### src/rtl/pulse_rr_arbiter.sv
// Purpose : two-requester arbiter/sequencer for one shared pulse line `out`.
//           A grant drives `out` high for len clocks, holds a low guard gap,
//           then acks over a 4-phase req/ack handshake.
// Latency : req sampled at edge k -> out=1 for cycles k+1..k+len, ack from edge k+len+GAP.
// Backpressure: a requester holds req until it sees ack. The block is busy
//           from the grant until the granted req falls in ACK.
// Build option: define PULSE_RR_ARBITER_FIXED_PRIO_EN to replace round-robin
//           with fixed priority (A always wins ties). The default build is round-robin.
// Ports   : clock/reset (sync, active-high); req_x/len_x/ack_x per requester;
//           out (registered pulse); busy (state != IDLE); gnt_b (current/last grant, 1=B).
module pulse_rr_arbiter #(
    parameter int W   = 4,
    parameter int GAP = 1   // legal range 1..15
) (
    input  logic         clock,
    input  logic         reset,
    input  logic         req_a,
    input  logic [W-1:0] len_a,
    output logic         ack_a,
    input  logic         req_b,
    input  logic [W-1:0] len_b,
    output logic         ack_b,
    output logic         out,
    output logic         busy,
    output logic         gnt_b
);

    typedef enum logic [1:0] {S_IDLE, S_PULSE, S_GAP, S_ACK} state_t;

    localparam logic [3:0] GAP_L = 4'(GAP);

    state_t         state_q, state_d;
    logic [W-1:0]   cnt_q, cnt_d;
    logic [3:0]     gcnt_q, gcnt_d;
    logic           out_q, out_d;
    logic           ack_a_q, ack_a_d;
    logic           ack_b_q, ack_b_d;
    logic           gnt_b_q, gnt_b_d;
    logic           pick_b;
    logic           gnt_req;
    logic [W-1:0]   len_sel;

`ifdef PULSE_RR_ARBITER_FIXED_PRIO_EN
    // B only wins when A is not asking.
    assign pick_b = req_b & ~req_a;
`else
    // last_q = 1 means B was served last, so A wins the first tie after reset.
    logic last_q, last_d;
    assign pick_b = req_b & (~req_a | ~last_q);
`endif

    // Request line of whoever currently holds the grant.
    assign gnt_req = gnt_b_q ? req_b : req_a;

    always_comb begin
        state_d = state_q;
        cnt_d   = cnt_q;
        gcnt_d  = gcnt_q;
        out_d   = out_q;
        ack_a_d = ack_a_q;
        ack_b_d = ack_b_q;
        gnt_b_d = gnt_b_q;
        len_sel = pick_b ? len_b : len_a;
`ifndef PULSE_RR_ARBITER_FIXED_PRIO_EN
        last_d  = last_q;
`endif
        case (state_q)
            S_IDLE: begin
                if (req_a || req_b) begin
                    gnt_b_d = pick_b;
                    cnt_d   = len_sel;
                    if (len_sel != '0) begin
                        out_d   = 1'b1;
                        state_d = S_PULSE;
                    end else begin
                        // Zero-length request: skip the pulse but still run the gap and ack.
                        gcnt_d  = GAP_L;
                        state_d = S_GAP;
                    end
                end
            end
            S_PULSE: begin
                cnt_d = cnt_q - W'(1);
                if (cnt_q == W'(1)) begin
                    out_d   = 1'b0;
                    gcnt_d  = GAP_L;
                    state_d = S_GAP;
                end
            end
            S_GAP: begin
                gcnt_d = gcnt_q - 4'd1;
                if (gcnt_q == 4'd1) begin
                    if (gnt_b_q) ack_b_d = 1'b1;
                    else         ack_a_d = 1'b1;
                    state_d = S_ACK;
                end
            end
            S_ACK: begin
                // A req that dropped early still yields a one-cycle ack here.
                if (!gnt_req) begin
                    ack_a_d = 1'b0;
                    ack_b_d = 1'b0;
`ifndef PULSE_RR_ARBITER_FIXED_PRIO_EN
                    last_d  = gnt_b_q;
`endif
                    state_d = S_IDLE;
                end
            end
            default: state_d = S_IDLE;
        endcase
    end

    always_ff @(posedge clock) begin
        if (reset) begin
            state_q <= S_IDLE;
            cnt_q   <= '0;
            gcnt_q  <= '0;
            out_q   <= 1'b0;
            ack_a_q <= 1'b0;
            ack_b_q <= 1'b0;
            gnt_b_q <= 1'b0;
`ifndef PULSE_RR_ARBITER_FIXED_PRIO_EN
            last_q  <= 1'b1;
`endif
        end else begin
            state_q <= state_d;
            cnt_q   <= cnt_d;
            gcnt_q  <= gcnt_d;
            out_q   <= out_d;
            ack_a_q <= ack_a_d;
            ack_b_q <= ack_b_d;
            gnt_b_q <= gnt_b_d;
`ifndef PULSE_RR_ARBITER_FIXED_PRIO_EN
            last_q  <= last_d;
`endif
        end
    end

    assign out   = out_q;
    assign ack_a = ack_a_q;
    assign ack_b = ack_b_q;
    assign gnt_b = gnt_b_q;
    assign busy  = (state_q != S_IDLE);

endmodule

### config.mk
export PLATFORM = sky130hd
export DESIGN_NAME = pulse_rr_arbiter
export DESIGN_NICKNAME = d
export VERILOG_FILES = /design/src/rtl/pulse_rr_arbiter.sv
export SDC_FILE = /design/constraint.sdc
export NUM_CORES = 1
export LEC_CHECK = 0
export BUFFER_PORTS_ARGS = -buffer_cell sky130_fd_sc_hd__buf_2
export CAP_MARGIN = 20
export CORE_MARGIN = 4
export CORE_UTILIZATION = 50
export CTS_CLUSTER_SIZE = 30
export DETAILED_ROUTE_END_ITERATION = 10
export HOLD_SLACK_MARGIN = 0.12
export PLACE_DENSITY = 0.84
export SYNTH_ARGS = -nofsm -noshare
export SYNTH_HDL_FRONTEND = slang
export SYNTH_SLANG_ARGS = --single-unit
### constraint.sdc
create_clock -name clock -period 1.8 [get_ports clock]
set_input_delay 0.09 -clock clock [delete_from_list [all_inputs] [get_ports clock]]
set_output_delay 0.09 -clock clock [all_outputs]
set_load 0.1 [all_outputs]
# Word-level counts from Yosys, hierarchy flattened
# Index checks and enable logic that the tools add are counted.
# W data, S select, Z words.
[word_totals]
register_bits = 15
input_bits = 12
[op_classes]
n_addsub = 2
bitwise = 5
n_reduce_logical = 15
eq_ne = 13
muxes = 25
[ops]
columns = ["operator", "count"]
rows = [
  ["$mux W4", 5],
  ["$reduce_and A4 Y1", 5],
  ["$ne A2 B2 Y1 const B", 8],
  ["$pmux W4 S3", 1],
  ["$mux W2", 5],
  ["$mux W1", 9],
  ["$eq A4 B1 Y1 const B", 2],
  ["$pmux W2 S4", 1],
  ["$pmux W4 S2", 1],
  ["$sub A4 B1 Y4 const B", 2],
  ["$pmux W1 S2", 3],
  ["$reduce_and A2 Y1", 3],
  ["$reduce_bool A2 Y1", 3],
  ["$eq A2 B2 Y1 const B", 2],
  ["$reduce_bool A4 Y1", 1],
  ["$not A1 Y1", 3],
  ["$reduce_bool A3 Y1", 1],
  ["$eq A2 B1 Y1 const B", 1],
  ["$logic_not A2 Y1", 1],
  ["$and A1 B1 Y1", 1],
  ["$logic_or A1 B1 Y1", 1],
  ["$or A1 B1 Y1", 1],
]

# Longest topological paths before layout
# Gate-level depths: netlist of the first run.
[depth]
depth_word = 8
mapped_depth = 8

# Worst setup path after synthesis of the first run
# No wires, ideal clock.
[synth_path]
path_kind = "register -> register"
start = "register gnt_b_q (netlist: gnt_b)"
end = "register state_q[1]"
path_slack_ps = -502
synth_period_minus_slack_ps = 2302
path_stages_with_launch = 6
setup_ps = 70
path_buffers = 1
arrival_time_ps = 2231
cell_sequence = "dfxtp_1 -> clkbuf_1 -> mux2_2 -> a22o_1 -> a2111o_1 -> a21oi_1"
[synth_between]
elab_chain_cells = 3
[synth_lines]
columns = ["element", "line", "rtl"]
rows = [
  ["start, declared", "38", "logic gnt_b_q, gnt_b_d;"],
  ["start signal, assigned", "132", "gnt_b_q <= gnt_b_d;"],
  ["$mux W1", "53", "assign gnt_req = gnt_b_q ? req_b : req_a;"],
  ["$ne A2 B2 Y1 (no source line)", "n/a", ""],
  ["$reduce_and A4 Y1 (no source line)", "n/a", ""],
  ["end signal, assigned", "126", "state_q <= state_d;"],
  ["end, declared", "32", "state_t state_q, state_d;"],
]
# No other way between the ends.
# A chain may end at the register's enable or synchronous reset.

# Final worst setup path of the first run
[layout_path]
start = "register cnt_q[1]"
end = "register gcnt_q[3]"
[layout_between]
elab_chain_cells = 3
[layout_lines]
columns = ["element", "line", "rtl"]
rows = [
  ["start, declared", "33", "logic [W-1:0] cnt_q, cnt_d;"],
  ["start signal, assigned", "127", "cnt_q <= cnt_d;"],
  ["$eq A4 B1 Y1", "84", "if (cnt_q == W'(1)) begin"],
  ["$ne A2 B2 Y1 (no source line)", "n/a", ""],
  ["$reduce_and A4 Y1 (no source line)", "n/a", ""],
  ["end signal, assigned", "128", "gcnt_q <= gcnt_d;"],
  ["end, declared", "34", "logic [3:0] gcnt_q, gcnt_d;"],
]
# No other way between the ends.

==> flow_metrics.env, run 1 <==
export IMPL_drt_first_pass_iters=6
export IMPL_yosysUniqueCellTypes=42
export IMPL_hp_class="in -> reg"
export IMPL_yosys_area_top_type="dfxtp_1"
export IMPL_core_area_mm2=0.00202
export IMPL_reg2reg_to="gcnt_q[3]"
export IMPL_gp_congestion=0.829
export IMPL_hold_path_depth=4
export IMPL_synth_edf_count=0
export IMPL_post_place_cells=172
export IMPL_hold_viol=0
export IMPL_fmax_mhz=556
export IMPL_postCtsHoldBufs=0
export IMPL_use_met1_pct=22.1
export IMPL_worstSetupPathType="reg -> reg"
export IMPL_antenna_found_initial=0
export IMPL_routedWlPerCell_um=15.6
export IMPL_portBuffers=16
export IMPL_clock_skew_ns=0.00893
export IMPL_drt_iter0_markers=30
export IMPL_fin_cells=178
export IMPL_fin_hold_ws_ns=0.180
export IMPL_viasPerCell=5.98
export IMPL_syn_area_mm2=0.00110
export IMPL_yosysWarnings=0
export IMPL_min_to="gnt_b"
export IMPL_antenna_left=0
export IMPL_seq_area_frac_synth_pct=27.2
export IMPL_synth_area_leaders="dfxtp_1, ha_1, a21oi_1"
export IMPL_crit_path_start_kind="flip-flop"
export IMPL_crit_required_ns=2.03
export IMPL_row_count=16
export IMPL_htree_num_levels=1
export IMPL_final_setup_viol_count=0
export IMPL_dieArea_mm2=0.00302
export IMPL_gr_total_overflow=0
export IMPL_end_kind="flip-flop"
export IMPL_timing_rr_start="cnt_q[1]"
export IMPL_worst_endpoint_arrival_ns=2.03
export IMPL_syn_nets=148
export IMPL_finalPower_mw=2.46
export IMPL_r2r_cells=6
export IMPL_wirelength_mm=2.78
export IMPL_cts_buffer_depth=2
export IMPL_clk_pin_slew_ns=0.09
export IMPL_pin_count=17
export IMPL_synthArstFlopShare_pct=0
export IMPL_r2r_slack_ns=0.003
export IMPL_drive_gt1_share_pct=35.1
export IMPL_avgSynthCellArea_um2=8.62
export IMPL_maxSlewHeadroom_pct=66.3
export IMPL_drv_slew=0
export IMPL_clock_latency_ns=0.29
export IMPL_yosysMostFrequentCell="dfxtp_1"
export IMPL_cp_max_fo=5
export IMPL_finalCritPeriodShare_pct=99.8
export IMPL_cts_buffers=3
export IMPL_use_met2_pct=33.9
export IMPL_final_core_util_pct=66.8
export IMPL_tritoncts="done"
export IMPL_gr_max_usage_layer="met2"
export IMPL_p_leak_nw=0.539
export IMPL_synth_top_cells_by_count="dfxtp_1, a21oi_1, inv_1"
export IMPL_grt_pass1_wl_mm=4.17
export IMPL_tightest_slew_ns=0.495
export IMPL_gr_usage_all_layers_pct=19.4
export IMPL_status="complete, no violations"
export IMPL_worstHoldStart="req_a"
export IMPL_vias=1065
export IMPL_syn_inst=128
export IMPL_die_width_um=55.0
export IMPL_diodes=0
export IMPL_syn_to_final_growth_pct=22.3
export IMPL_initial_core_util_pct=54.6
export IMPL_die_h_um=55.0
export IMPL_synth_top_area_share_pct=27.2
export IMPL_grt_met3_usage_pct=2.95
export IMPL_cellPowerDensity_mw_per_mm2=1820
export IMPL_min_period_ns=1.80
export IMPL_drc_errors=0
export IMPL_grt_pass1_vias=992
export IMPL_fin_nets=172
export IMPL_dpl_hpwl_mm=1.96
export IMPL_num_fill_cells=164
export IMPL_drv_cap=0
export IMPL_rsz0062_at_grt="yes"
export IMPL_root_buffer="clkbuf_4"
export IMPL_vdd_drop_max_mv=1.00
export IMPL_synth_ff_type="dfxtp_1"
export IMPL_grt_max_degree=22
export IMPL_clock_sinks=15
export IMPL_ys_seq_elements=15
==> power by group <==
group,internal (mW),leakage (nW),switching [mW],total (mW)
Sequential,0.457,0.125,0.102,0.559
Clock,0.0862,0.0150,0.112,0.198
Combinational,0.665,0.400,1.04,1.70
==> worst max path at each step <==
stage	from	to	slack (ns)
4_1_cts	gcnt_q[1]	state_q[1]	0.01
2_1_floorplan	gnt_b	state_q[1]	-0.06
3_3_place_gp	gcnt_q[1]	state_q[1]	0.05
5_1_grt	cnt_q[1]	gcnt_q[3]	-0.06
6_report	cnt_q[1]	gcnt_q[3]	0.003
3_5_place_dp	state_q[0]	gcnt_q[3]	-0.01
==> worst max-delay path: stages, from the launching register on <==
cell,delay [ns]
dfxtp_2,0.33
inv_2,0.07
ha_4,0.12
or3b_4,0.40
a21o_4,0.24
a2111oi_4,0.37
a32o_1,0.21
==> routing by layer <==
| layer | vias to the layer above | share of wire (%) |
|---|---|---|
| met5 | - | 0 |
| met4 | 0 | 3.2 |
| met3 | 9 | 5.0 |
| met2 | 23 | 50 |
| met1 | 512 | 42 |
| li1 | 521 | - |
==> registers in the layout, indices dropped and copies added (netlist names) <==
register / cells
out: 1
ack_b: 1
last_q: 1
state_q: 2
cnt_q: 4
gcnt_q: 4
gnt_b: 1
ack_a: 1
==> timing repair <==
item / in CTS / in global routing
hold endpoints to repair: 0 / 0
endpoints found under the setup margin: 1 / 7
buffers inserted: 0 / 2
pin swaps: 1 / 4
resized for setup: 1 / 14
==> stage by stage <==
step	TNS, ns	worst slack, ns	area, um^2
finish	0	0.00299	1350
global route	-0.110	-0.0600	1350
CTS	0	0.0135	1290
detailed placement	-0.0122	-0.0122	1260
global placement	0	0.0517	1260
floorplan	-0.0572	-0.0572	1110
==> cells by family after synthesis <==
group	after synthesis	share of synthesized area (%)
muxes	9	8.96
buffers and inverters	20	6.92
adders and majority gates	8	9.07
DFF	15	27.2
and+or+nand+nor	31	16.4
AOI/OAI and AO/OA	45	31.4
==> area by class of cell <==
class / count / area, um^2 / area share [%]
multi-input combinational: 93 / 767 / 56.8
sequential: 15 / 308 / 22.8
timing repair buffer: 27 / 166 / 12.3
inverter: 12 / 48.8 / 3.61
tap: 27 / 33.8 / 2.50
clock buffer: 4 / 26.3 / 1.95
==> layout by cell type, fill, tap and decap left out, types with 2 or more instances in the layout <==
cell type,instances
buf_2,16
a21oi_1,12
dfxtp_1,11
buf_4,10
inv_1,9
nor2_1,8
ha_1,7
nand2b_1,5
mux2_2,4
nand2_1,4
o21ai_0,4
mux2i_1,4
nor3_1,3
a211oi_1,3
clkbuf_4,3
dfxtp_2,3
inv_2,2
o211ai_1,2
or3b_4,2
nor4_2,2
o2111ai_1,2
nor3b_1,2
o2bb2ai_1,2
o31ai_1,2
Note: power is estimated with default switching activity, not from simulation.
==> inputs of run 2 (changes only) <==
--- a/config.mk
+++ b/config.mk
@@ -12,7 +12,7 @@
 export CTS_CLUSTER_SIZE = 30
 export DETAILED_ROUTE_END_ITERATION = 10
 export HOLD_SLACK_MARGIN = 0.12
-export PLACE_DENSITY = 0.84
+export PLACE_DENSITY_LB_ADDON = 0.25
 export SYNTH_ARGS = -nofsm -noshare
 export SYNTH_HDL_FRONTEND = slang
 export SYNTH_SLANG_ARGS = --single-unit
==> flow_metrics.env, run 2 (same netlist as run 1, synthesis figures left out) <==
export IMPL_layout_commonest_cell="buf_2"
export IMPL_dpl_hpwl_mm=2.00
export IMPL_viasPerCell=5.93
export IMPL_routedWlPerCell_um=15.4
export IMPL_pin_count=17
export IMPL_cts_buffer_depth=2
export IMPL_clk_pin_slew_ns=0.09
export IMPL_antenna_left=0
export IMPL_place_ws_ns=-0.0310
export IMPL_finalWorstSetupSlack_ns=0.0340
export IMPL_gp_congestion=0.809
export IMPL_drt_iter0_markers=16
export IMPL_crit_required_ns=2.02
export IMPL_hold_viol=0
export IMPL_reg_top3="cnt_q x4, gcnt_q x4, state_q x2"
export IMPL_drive_gt1_share_pct=38.2
export IMPL_drc_errors=0
export IMPL_grt_pass1_vias=1046
export IMPL_drv_slew=0
export IMPL_clock_skew_ns=0.00578
export IMPL_switching_share_pct=49.6
export IMPL_fin_hold_ws_ns=0.205
export IMPL_gr_total_overflow=0
export IMPL_finalCritPeriodShare_pct=98.1
export IMPL_power_frac_seq_pct=21.5
export IMPL_maxSlewHeadroom_pct=65.9
export IMPL_p_leak_nw=0.567
export IMPL_min_period_ns=1.77
export IMPL_drv_cap=0
export IMPL_worst_endpoint_arrival_ns=1.99
export IMPL_syn_to_final_growth_pct=27.2
export IMPL_p_clk_share_pct=7.5
export IMPL_antenna_found_initial=0
export IMPL_clock_latency_ns=0.28
export IMPL_rsz0062_at_grt="yes"
export IMPL_die_width_um=55.0
export IMPL_final_cell_mix="buf_2, buf_4, dfxtp_1"
export IMPL_pwr_share_comb_pct=70.9
export IMPL_cp_max_fo=3
export IMPL_finalPower_mw=2.57
export IMPL_grt_pass1_wl_mm=4.35
export IMPL_final_setup_viol_count=0
export IMPL_fmax_mhz=566
export IMPL_post_place_cells=177
export IMPL_switchingPower_mw=1.27
export IMPL_portBuffers=16
export IMPL_clock_sinks=15
export IMPL_row_count=16
export IMPL_dieArea_mm2=0.00302
export IMPL_crit_path_start_kind="flip-flop"
export IMPL_postCtsHoldBufs=0
export IMPL_drt_first_pass_iters=4
export IMPL_cts_buffers=3
export IMPL_status="complete, no violations"
export IMPL_vdd_drop_max_mv=1.22
export IMPL_worstSetupPathType="reg -> reg"
export IMPL_diodes=0
export IMPL_vias=1092
export IMPL_htree_num_levels=1
export IMPL_cellPowerDensity_mw_per_mm2=1830
export IMPL_root_buffer="clkbuf_4"
export IMPL_end_kind="flip-flop"
export IMPL_grt_max_degree=22
export IMPL_tightest_slew_ns=0.502
export IMPL_fin_nets=178
export IMPL_fin_cells=184
export IMPL_initial_core_util_pct=54.6
export IMPL_tritoncts="done"
export IMPL_wirelength_mm=2.84
export IMPL_hp_class="in -> reg"
export IMPL_gr_usage_all_layers_pct=20.1
export IMPL_intPower_mw=1.30
export IMPL_die_h_um=55.0
export IMPL_core_area_mm2=0.00202
[run 2: stage by stage]
step           TNS [ns]  cell area (um^2)  util, %
2_1_floorplan   -0.0572              1110        -
3_3_place_gp          0              1300     64.2
3_5_place_dp    -0.0310              1300     64.2
4_1_cts               0              1330     65.7
5_1_grt         -0.0950              1400     69.4
6_report              0              1400     69.4
[run 2: worst max-delay path, stage by stage (launching register included)]
cell      delay [ns]
dfxtp_2         0.33
inv_2           0.07
ha_4            0.12
or3b_4          0.38
a21o_4          0.23
buf_6           0.12
a2111o_1        0.35
a21oi_2         0.12
[run 2: power by group through the flow]
| stage | Combinational, mW | Clock [mW] | Sequential [mW] |
|---|---|---|---|
| detailed placement | 1.63 | 0 | 0.537 |
| CTS | 1.66 | 0.199 | 0.531 |
| finish | 1.82 | 0.194 | 0.553 |
| global route | 1.98 | 0.217 | 0.567 |
| global placement | 1.56 | 0 | 0.531 |
| floorplan | 0.974 | 0 | 0.720 |
[run 2: path summary, 6_finish.rpt]
kind,cells past startpoint,end,slack (ns),start
worst min register to register,2,ack_a,0.52,ack_a
worst min-delay path,4,last_q,0.20,req_b
worst max-delay path,7,state_q[1],0.03,cnt_q[1]
worst max register to register,7,state_q[1],0.03,cnt_q[1]
[run 2: what timing repair did]
item,in CTS,in global routing
endpoints found under the hold margin,0,0
setup endpoints to repair,2,10
gates resized for setup,2,15
pin swaps,1,6
buffers inserted,0,3
[run 2: routing by layer]
metal	global-route usage, %	wire length [um]	vias up
met5	0	0	-
met2	35.6	1420	28
met1	23.7	1250	522
met3	3.49	125	6
met4	8.10	39	0
li1	-	-	536
[run 2: cell type report]
type	count	area [um^2]
Clock buffer	4	26.3
Fill cell	163	618
Inverter	12	48.8
Multi-Input combinational cell	93	773
Sequential cell	15	307
Tap cell	27	33.8
Timing Repair Buffer	33	215
